[src/rtl/k_sync_fifo_if.sv]
// Handshake and status bundle for k_sync_fifo; the master side is the producer/consumer,
// the slave side is the FIFO itself.
interface k_sync_fifo_if #(
  parameter int unsigned DATA_SIZE = 8,
  parameter int unsigned ADDR_SIZE = 2
);
  logic                 wen;
  logic [DATA_SIZE-1:0] d;
  logic                 ren;
  logic [DATA_SIZE-1:0] q;
  logic                 full;
  logic                 empty;
  logic                 almost_full;
  logic                 almost_empty;
  logic [ADDR_SIZE:0]   count;
  logic                 overflow;
  logic                 underflow;

  modport master (
    output wen, d, ren,
    input  q, full, empty, almost_full, almost_empty, count, overflow, underflow
  );

  modport slave (
    input  wen, d, ren,
    output q, full, empty, almost_full, almost_empty, count, overflow, underflow
  );
endinterface

[src/rtl/k_sync_fifo.sv]
// Single-clock first-word-fall-through FIFO with 2^ADDR_SIZE entries, occupancy count,
// registered full/empty/almost flags and one-cycle overflow/underflow pulses.
module k_sync_fifo #(
  parameter int unsigned DATA_SIZE    = 8,
  parameter int unsigned ADDR_SIZE    = 2,
  parameter int unsigned AFULL_LEVEL  = (1 << ADDR_SIZE) - 1,
  parameter int unsigned AEMPTY_LEVEL = 1
) (
  input logic         clk,
  input logic         rst,
  k_sync_fifo_if.slave bus_io
);
  localparam int unsigned Depth = 1 << ADDR_SIZE;
  localparam logic [ADDR_SIZE:0] DepthCnt  = (ADDR_SIZE + 1)'(Depth);
  localparam logic [ADDR_SIZE:0] AfullCnt  = (ADDR_SIZE + 1)'(AFULL_LEVEL);
  localparam logic [ADDR_SIZE:0] AemptyCnt = (ADDR_SIZE + 1)'(AEMPTY_LEVEL);

  logic [DATA_SIZE-1:0] mem_q [Depth];
  logic [ADDR_SIZE-1:0] wptr_q, wptr_d, rptr_q, rptr_d;
  logic [ADDR_SIZE:0]   count_q, count_d;
  logic                 full_q, empty_q, afull_q, aempty_q;
  logic                 overflow_q, underflow_q;
  logic                 wr_ok, rd_ok;

  // A full FIFO still accepts a write when the same cycle frees a slot by reading.
  assign wr_ok = bus_io.wen && (!full_q || bus_io.ren);
  assign rd_ok = bus_io.ren && !empty_q;

  always_comb begin
    wptr_d  = wptr_q;
    rptr_d  = rptr_q;
    count_d = count_q;
    if (wr_ok) wptr_d = wptr_q + 1'b1;
    if (rd_ok) rptr_d = rptr_q + 1'b1;
    if (wr_ok && !rd_ok) count_d = count_q + 1'b1;
    else if (rd_ok && !wr_ok) count_d = count_q - 1'b1;
  end

  always_ff @(posedge clk) begin
    if (rst) begin
      wptr_q      <= '0;
      rptr_q      <= '0;
      count_q     <= '0;
      full_q      <= 1'b0;
      empty_q     <= 1'b1;
      afull_q     <= 1'b0;
      aempty_q    <= 1'b1;
      overflow_q  <= 1'b0;
      underflow_q <= 1'b0;
    end else begin
      wptr_q      <= wptr_d;
      rptr_q      <= rptr_d;
      count_q     <= count_d;
      full_q      <= (count_d == DepthCnt);
      empty_q     <= (count_d == '0);
      afull_q     <= (count_d >= AfullCnt);
      aempty_q    <= (count_d <= AemptyCnt);
      overflow_q  <= bus_io.wen && full_q && !bus_io.ren;
      underflow_q <= bus_io.ren && empty_q;
    end
  end

  // Storage is deliberately not reset; reset only gates the write.
  always_ff @(posedge clk) begin
    if (wr_ok && !rst) mem_q[wptr_q] <= bus_io.d;
  end

  assign bus_io.q            = mem_q[rptr_q];
  assign bus_io.count        = count_q;
  assign bus_io.full         = full_q;
  assign bus_io.empty        = empty_q;
  assign bus_io.almost_full  = afull_q;
  assign bus_io.almost_empty = aempty_q;
  assign bus_io.overflow     = overflow_q;
  assign bus_io.underflow    = underflow_q;
endmodule

[src/flat_wrapper.sv]
// flat-port wrapper written by rule: the top's interface ports become plain ports
module k_sync_fifo_flat 
#(
  parameter int unsigned DATA_SIZE    = 8,
  parameter int unsigned ADDR_SIZE    = 2,
  parameter int unsigned AFULL_LEVEL  = (1 << ADDR_SIZE) - 1,
  parameter int unsigned AEMPTY_LEVEL = 1
)
  (clk, rst, bus_io_wen, bus_io_d, bus_io_ren, bus_io_q, bus_io_full, bus_io_empty, bus_io_almost_full, bus_io_almost_empty, bus_io_count, bus_io_overflow, bus_io_underflow);
  k_sync_fifo_if #(.DATA_SIZE(DATA_SIZE), .ADDR_SIZE(ADDR_SIZE)) bus_io_i ();
  input logic clk;
  input logic rst;
  input wire logic [$bits(bus_io_i.wen)-1:0] bus_io_wen;
  input wire logic [$bits(bus_io_i.d)-1:0] bus_io_d;
  input wire logic [$bits(bus_io_i.ren)-1:0] bus_io_ren;
  output wire logic [$bits(bus_io_i.q)-1:0] bus_io_q;
  output wire logic [$bits(bus_io_i.full)-1:0] bus_io_full;
  output wire logic [$bits(bus_io_i.empty)-1:0] bus_io_empty;
  output wire logic [$bits(bus_io_i.almost_full)-1:0] bus_io_almost_full;
  output wire logic [$bits(bus_io_i.almost_empty)-1:0] bus_io_almost_empty;
  output wire logic [$bits(bus_io_i.count)-1:0] bus_io_count;
  output wire logic [$bits(bus_io_i.overflow)-1:0] bus_io_overflow;
  output wire logic [$bits(bus_io_i.underflow)-1:0] bus_io_underflow;
  assign bus_io_i.wen = bus_io_wen;
  assign bus_io_i.d = bus_io_d;
  assign bus_io_i.ren = bus_io_ren;
  assign bus_io_q = bus_io_i.q;
  assign bus_io_full = bus_io_i.full;
  assign bus_io_empty = bus_io_i.empty;
  assign bus_io_almost_full = bus_io_i.almost_full;
  assign bus_io_almost_empty = bus_io_i.almost_empty;
  assign bus_io_count = bus_io_i.count;
  assign bus_io_overflow = bus_io_i.overflow;
  assign bus_io_underflow = bus_io_i.underflow;
  k_sync_fifo #(.DATA_SIZE(DATA_SIZE), .ADDR_SIZE(ADDR_SIZE), .AFULL_LEVEL(AFULL_LEVEL), .AEMPTY_LEVEL(AEMPTY_LEVEL)) u_core (.clk(clk), .rst(rst), .bus_io(bus_io_i));
endmodule
[config.mk]
export PLATFORM = sky130hd
export DESIGN_NAME = k_sync_fifo_flat
export DESIGN_NICKNAME = d
export VERILOG_FILES = /design/src/rtl/k_sync_fifo_if.sv /design/src/rtl/k_sync_fifo.sv /design/src/flat_wrapper.sv
export SDC_FILE = /design/constraint.sdc
export NUM_CORES = 1
export LEC_CHECK = 0
export ABC_AREA = 1
export BUFFER_PORTS_ARGS = -buffer_cell sky130_fd_sc_hd__clkbuf_2
export CELL_PAD_IN_SITES_DETAIL_PLACEMENT = 1
export CELL_PAD_IN_SITES_GLOBAL_PLACEMENT = 2
export CORE_ASPECT_RATIO = 0.5
export CORE_MARGIN = 4
export CORE_UTILIZATION = 36
export DETAILED_ROUTE_END_ITERATION = 10
export PLACE_DENSITY_LB_ADDON = 0.1
export SLEW_MARGIN = 20
export SYNTH_ARGS = -nofsm -noshare
export SYNTH_HDL_FRONTEND = slang
export SYNTH_SLANG_ARGS = --single-unit
[constraint.sdc]
create_clock -name clk -period 1.5 [get_ports clk]
set_input_delay 0.225 -clock clk [delete_from_list [all_inputs] [get_ports clk]]
set_output_delay 0.225 -clock clk [all_outputs]
set_load 0.01 [all_outputs]
==> load_flow_metrics.sql <==
INSERT INTO impl_metrics (metric_group, metric, value, unit) VALUES
('cts', 'root_buffer', 'clkbuf_8', ''),
('cts', 'clkSinkCount', '47', ''),
('critical_path', 'cell_chain_of_the_critical_path', 'clkinvlp_4 > buf_4 > nor2_1 > o22ai_1 > clkbuf_2', ''),
('grt', 'grt.busiest_layer', 'met2', ''),
('logic_synthesis', 'syn_avg_cell_area', '11.2', 'um2'),
('grt', 'grt_max_degree', '17', ''),
('sta', 'totalNegativeSetupSlack', '0', 'ps'),
('sta', 'skew', '7.85', 'ps'),
('sta', 'worst_pin_slew', '217', 'ps'),
('critical_path', 'worstPathMaxFanout', '6', ''),
('grt', 'wire_length_of_the_first_global_routing_pass', '6960', 'um'),
('sta', 'maxClockFrequency', '670', 'MHz'),
('cts', 'h_tree_level_count', '2', ''),
('placement', 'placement_cell_area', '2210', 'um2'),
('detailed_routing', 'dr.first_iter.drc_count', '49', ''),
('logic_synthesis', 'yosysUniqueCellTypes', '22', ''),
('detailed_routing', 'remaining_drcs', '0', ''),
('finish', 'layout.core_utilization', '47.0', '%'),
('grt', 'first_global_vias', '1440', ''),
('floorplan', 'die_width', '112', 'um'),
('critical_path', 'critical_path.endpoint_type', 'output port', ''),
('finish', 'num-nets-final', '234', ''),
('placement', 'io_port_bufs', '28', ''),
('floorplan', 'die_outline_area', '6680', 'um2'),
('critical_path', 'critical_path.startpoint_type', 'flip-flop', ''),
('critical_path', 'worstPathArrival', '1270', 'ps'),
('finish', 'most_common_library_cell_in_the_layout_ignoring_fill_and_taps', 'edfxtp_1', ''),
('finish', 'antennaDiodeCount', '0', ''),
('logic_synthesis', 'ys_ff_latch', '47', ''),
('floorplan', 'die_h', '59.8', 'um'),
('grt', 'grt_util_met2', '26.0', '%'),
('floorplan', 'initial_core_utilization', '38.2', '%'),
('sta', 'hold_viol_final', '0', ''),
('sta', 'post-route-period-util', '99.5', '%'),
('logic_synthesis', 'syn-instance-count', '173', ''),
('logic_synthesis', 'synth_warnings', '0', ''),
('min_path', 'worstHoldPathType', 'primary input to flip-flop', ''),
('finish', 'num-fill-cells', '577', ''),
('cts', 'cts_hold_buffers', '0', ''),
('sta', 'timing.slew.headroom', '85.5', '%'),
('grt', 'antenna_violations_before_repair', '0', ''),
('cts', 'cts_tree', 'built', ''),
('logic_synthesis', 'synthesis.area', '1930', 'um2'),
('finish', 'finalInstanceArea', '2380', 'um2'),
('sta', 'slew_violations', '0', ''),
('placement', 'post-dp-hpwl', '3030', 'um'),
('floorplan', 'num_io_pins', '29', ''),
('cts', 'clock_latency_at_the_later_pin_of_the_worst_skew_pair', '300', 'ps'),
('finish', 'layout_cells_sized_above_1', '35.5', '%'),
('finish', 'multiInputGateArea', '599', 'um2'),
('detailed_routing', 'wl', '4230', 'um'),
('logic_synthesis', 'synth.yosys.seq_area_share', '65.2', '%'),
('grt', 'grt.met3_usage', '3.84', '%'),
('critical_path', 'worst_path_largest_cell_delay', '370', 'ps'),
('grt', 'gr-total-overflow', '0', ''),
('cts', 'clk_pin_slew', '80', 'ps'),
('floorplan', 'num_rows', '18', ''),
('sta', 'rsz0062_at_grt', 'true', ''),
('cts', 'max_clock_buf_depth', '2', ''),
('power_and_ir_drop', 'p_per_area', '1190', 'nW/um2'),
('flow_run', 'cap_viol_max_count', '0', ''),
('sta', 'timing.final.setup_violations', '0', ''),
('finish', 'most-common-layout-cells', 'edfxtp_1 (32), nor2_1 (26), clkbuf_2 (26)', ''),
('detailed_routing', 'routed_via_density', '4.62', ''),
('detailed_routing', 'drtAntennaViolNets', '0', ''),
('detailed_routing', 'wl_per_cell', '14.8', 'um'),
('critical_path', 'cpLargestDelayFamily', 'buffers and inverters', ''),
('cts', 'cts-buffers-inserted', '5', ''),
('power_and_ir_drop', 'leakagePower', '0.983', 'nW'),
('floorplan', 'design.core.area', '5070', 'um2'),
('detailed_routing', 'dr.pass1.iters', '4', ''),
('critical_path', 'timing.critical_path.slowest_stage_cell', 'dfxtp_4', ''),
('critical_path', 'cp.required', '1270', 'ps'),
('placement', 'gpl.final_weighted_congestion', '0.741', ''),
('run_status', 'outcome', 'finished clean', ''),
('logic_synthesis', 'synth_nets', '191', ''),
('sta', 'timing.final.crit_period', '1490', 'ps'),
('grt', 'use_met1', '15.5', '%'),
('grt', 'grt_usage', '13.7', '%'),
('critical_path', 'critical_path_buf_inv_count', '3', ''),
('power_and_ir_drop', 'peakVddDrop', '0.000423', 'V'),
('critical_path', 'critPathKind', 'flip-flop to output port', ''),
('finish', 'area_growth', '23.1', '%'),
('finish', 'ff_latch_area', '1270', 'um2'),
('detailed_routing', 'vias', '1326', '');
registers in the layout, indices dropped and copies added, names as in the netlist, named ones only:
signal                      flops
u_core.bus_io.almost_empty      1
u_core.bus_io.almost_full       1
u_core.bus_io.count             3
u_core.bus_io.empty             1
u_core.bus_io.full              1
u_core.bus_io.overflow          1
u_core.bus_io.underflow         1
u_core.mem_q                   32
u_core.rptr_q                   2
u_core.wptr_q                   2
worst reg2reg max path, stage by stage, from the launching register on:
cell and delay, ps:
dfxtp_1 360, inv_1 80, ha_1 310, nand4_1 120, nand3_2 110, nand2_4 70, nor2_4 120, nand2_1 60
nand2_1 50
what timing repair did:
item                       4_1_cts  5_1_grt
setup endpoints to repair        8       10
resized for setup               15       12
gates cloned                     0        0
pin swaps                        0        1
setup buffers                    2        0
metal layers:
metal  wire (um)  up-vias  part of all wire [%]
li1            -      670                     -
met1        1930      630                    46
met2        2090       20                    49
met3         162        6                   3.8
met4          46        0                   1.1
met5           0        -                     0
worst paths after layout:
kind	slack [ps]	endpoint	depth (start not counted)	start
max reg2reg	170	u_core.bus_io.empty$_SDFF_PP1_	8	u_core.bus_io.count[1]$_SDFF_PP0_
min	140	u_core.mem_q[0][2]$_DFFE_PP_	1	bus_io_d[2]
max	8	bus_io_q[2]	5	flip-flop
min reg2reg	520	u_core.bus_io.overflow$_SDFF_PP0_	2	u_core.bus_io.full$_SDFF_PP0_
synth_stat cells:
| master | number | area [um2] |
|---|---|---|
| edfxtp_1 | 32 | 961 |
| nor2_1 | 26 | 97.6 |
| o21ai_0 | 18 | 90.1 |
| nand2_1 | 17 | 63.8 |
| inv_1 | 16 | 60.1 |
| dfxtp_1 | 15 | 300 |
| o22ai_1 | 8 | 50.1 |
| ha_1 | 6 | 75.1 |
| inv_2 | 6 | 22.5 |
| nand2_2 | 5 | 31.3 |
| nand3_1 | 4 | 20.0 |
| nand3_2 | 3 | 30.0 |
| nor2_2 | 3 | 18.8 |
| a21oi_1 | 2 | 10.0 |
| buf_2 | 2 | 10.0 |
| nand2_4 | 2 | 22.5 |
| nor2_4 | 2 | 22.5 |
| nor3_1 | 2 | 10.0 |
| nand3_4 | 1 | 17.5 |
| nand4_1 | 1 | 6.26 |
| or2_2 | 1 | 6.26 |
| xor2_1 | 1 | 8.76 |
power breakdown:
| part | internal, mW | total (mW) | switching, mW |
|---|---|---|---|
| clock | 0.499 | 0.918 | 0.419 |
| sequential | 1.44 | 1.48 | 0.0344 |
| combinational | 0.167 | 0.433 | 0.266 |
| total | 2.11 | 2.83 | 0.719 |
cell type report:
cell class,instances,area share [%]
inverter,22,3.63
multi-input combinational,102,25.2
clock buffer,7,3.21
timing repair buffer,38,9.72
tap,70,3.68
clock inverter,1,1.26
sequential,47,53.3
metrics by stage:
| stage | std cells | setup slack [ps] | hold WS (ps) | total power, mW |
|---|---|---|---|---|
| floorplan | 173 | 157 | 296 | 1.76 |
| CTS | 287 | -7.66 | 132 | 2.87 |
| global placement | 277 | 173 | 443 | 1.90 |
| detailed placement | 277 | 119 | 452 | 1.92 |
| global route | 287 | -55.6 | 145 | 2.98 |
| finish | 287 | 7.59 | 142 | 2.83 |
cells by family (layout without fill, tap and decap cells):
logic type	Yosys count	count (layout)	synth area share, %
xor gates and xnor gates	1	1	0.453
adders and majority gates	6	6	3.88
and+or+nand+nor	67	67	17.9
DFF	47	47	65.2
AOI/OAI and AO/OA	28	28	7.76
buffers and inverters	24	68	4.79
Power figures use the tool's default switching activity.
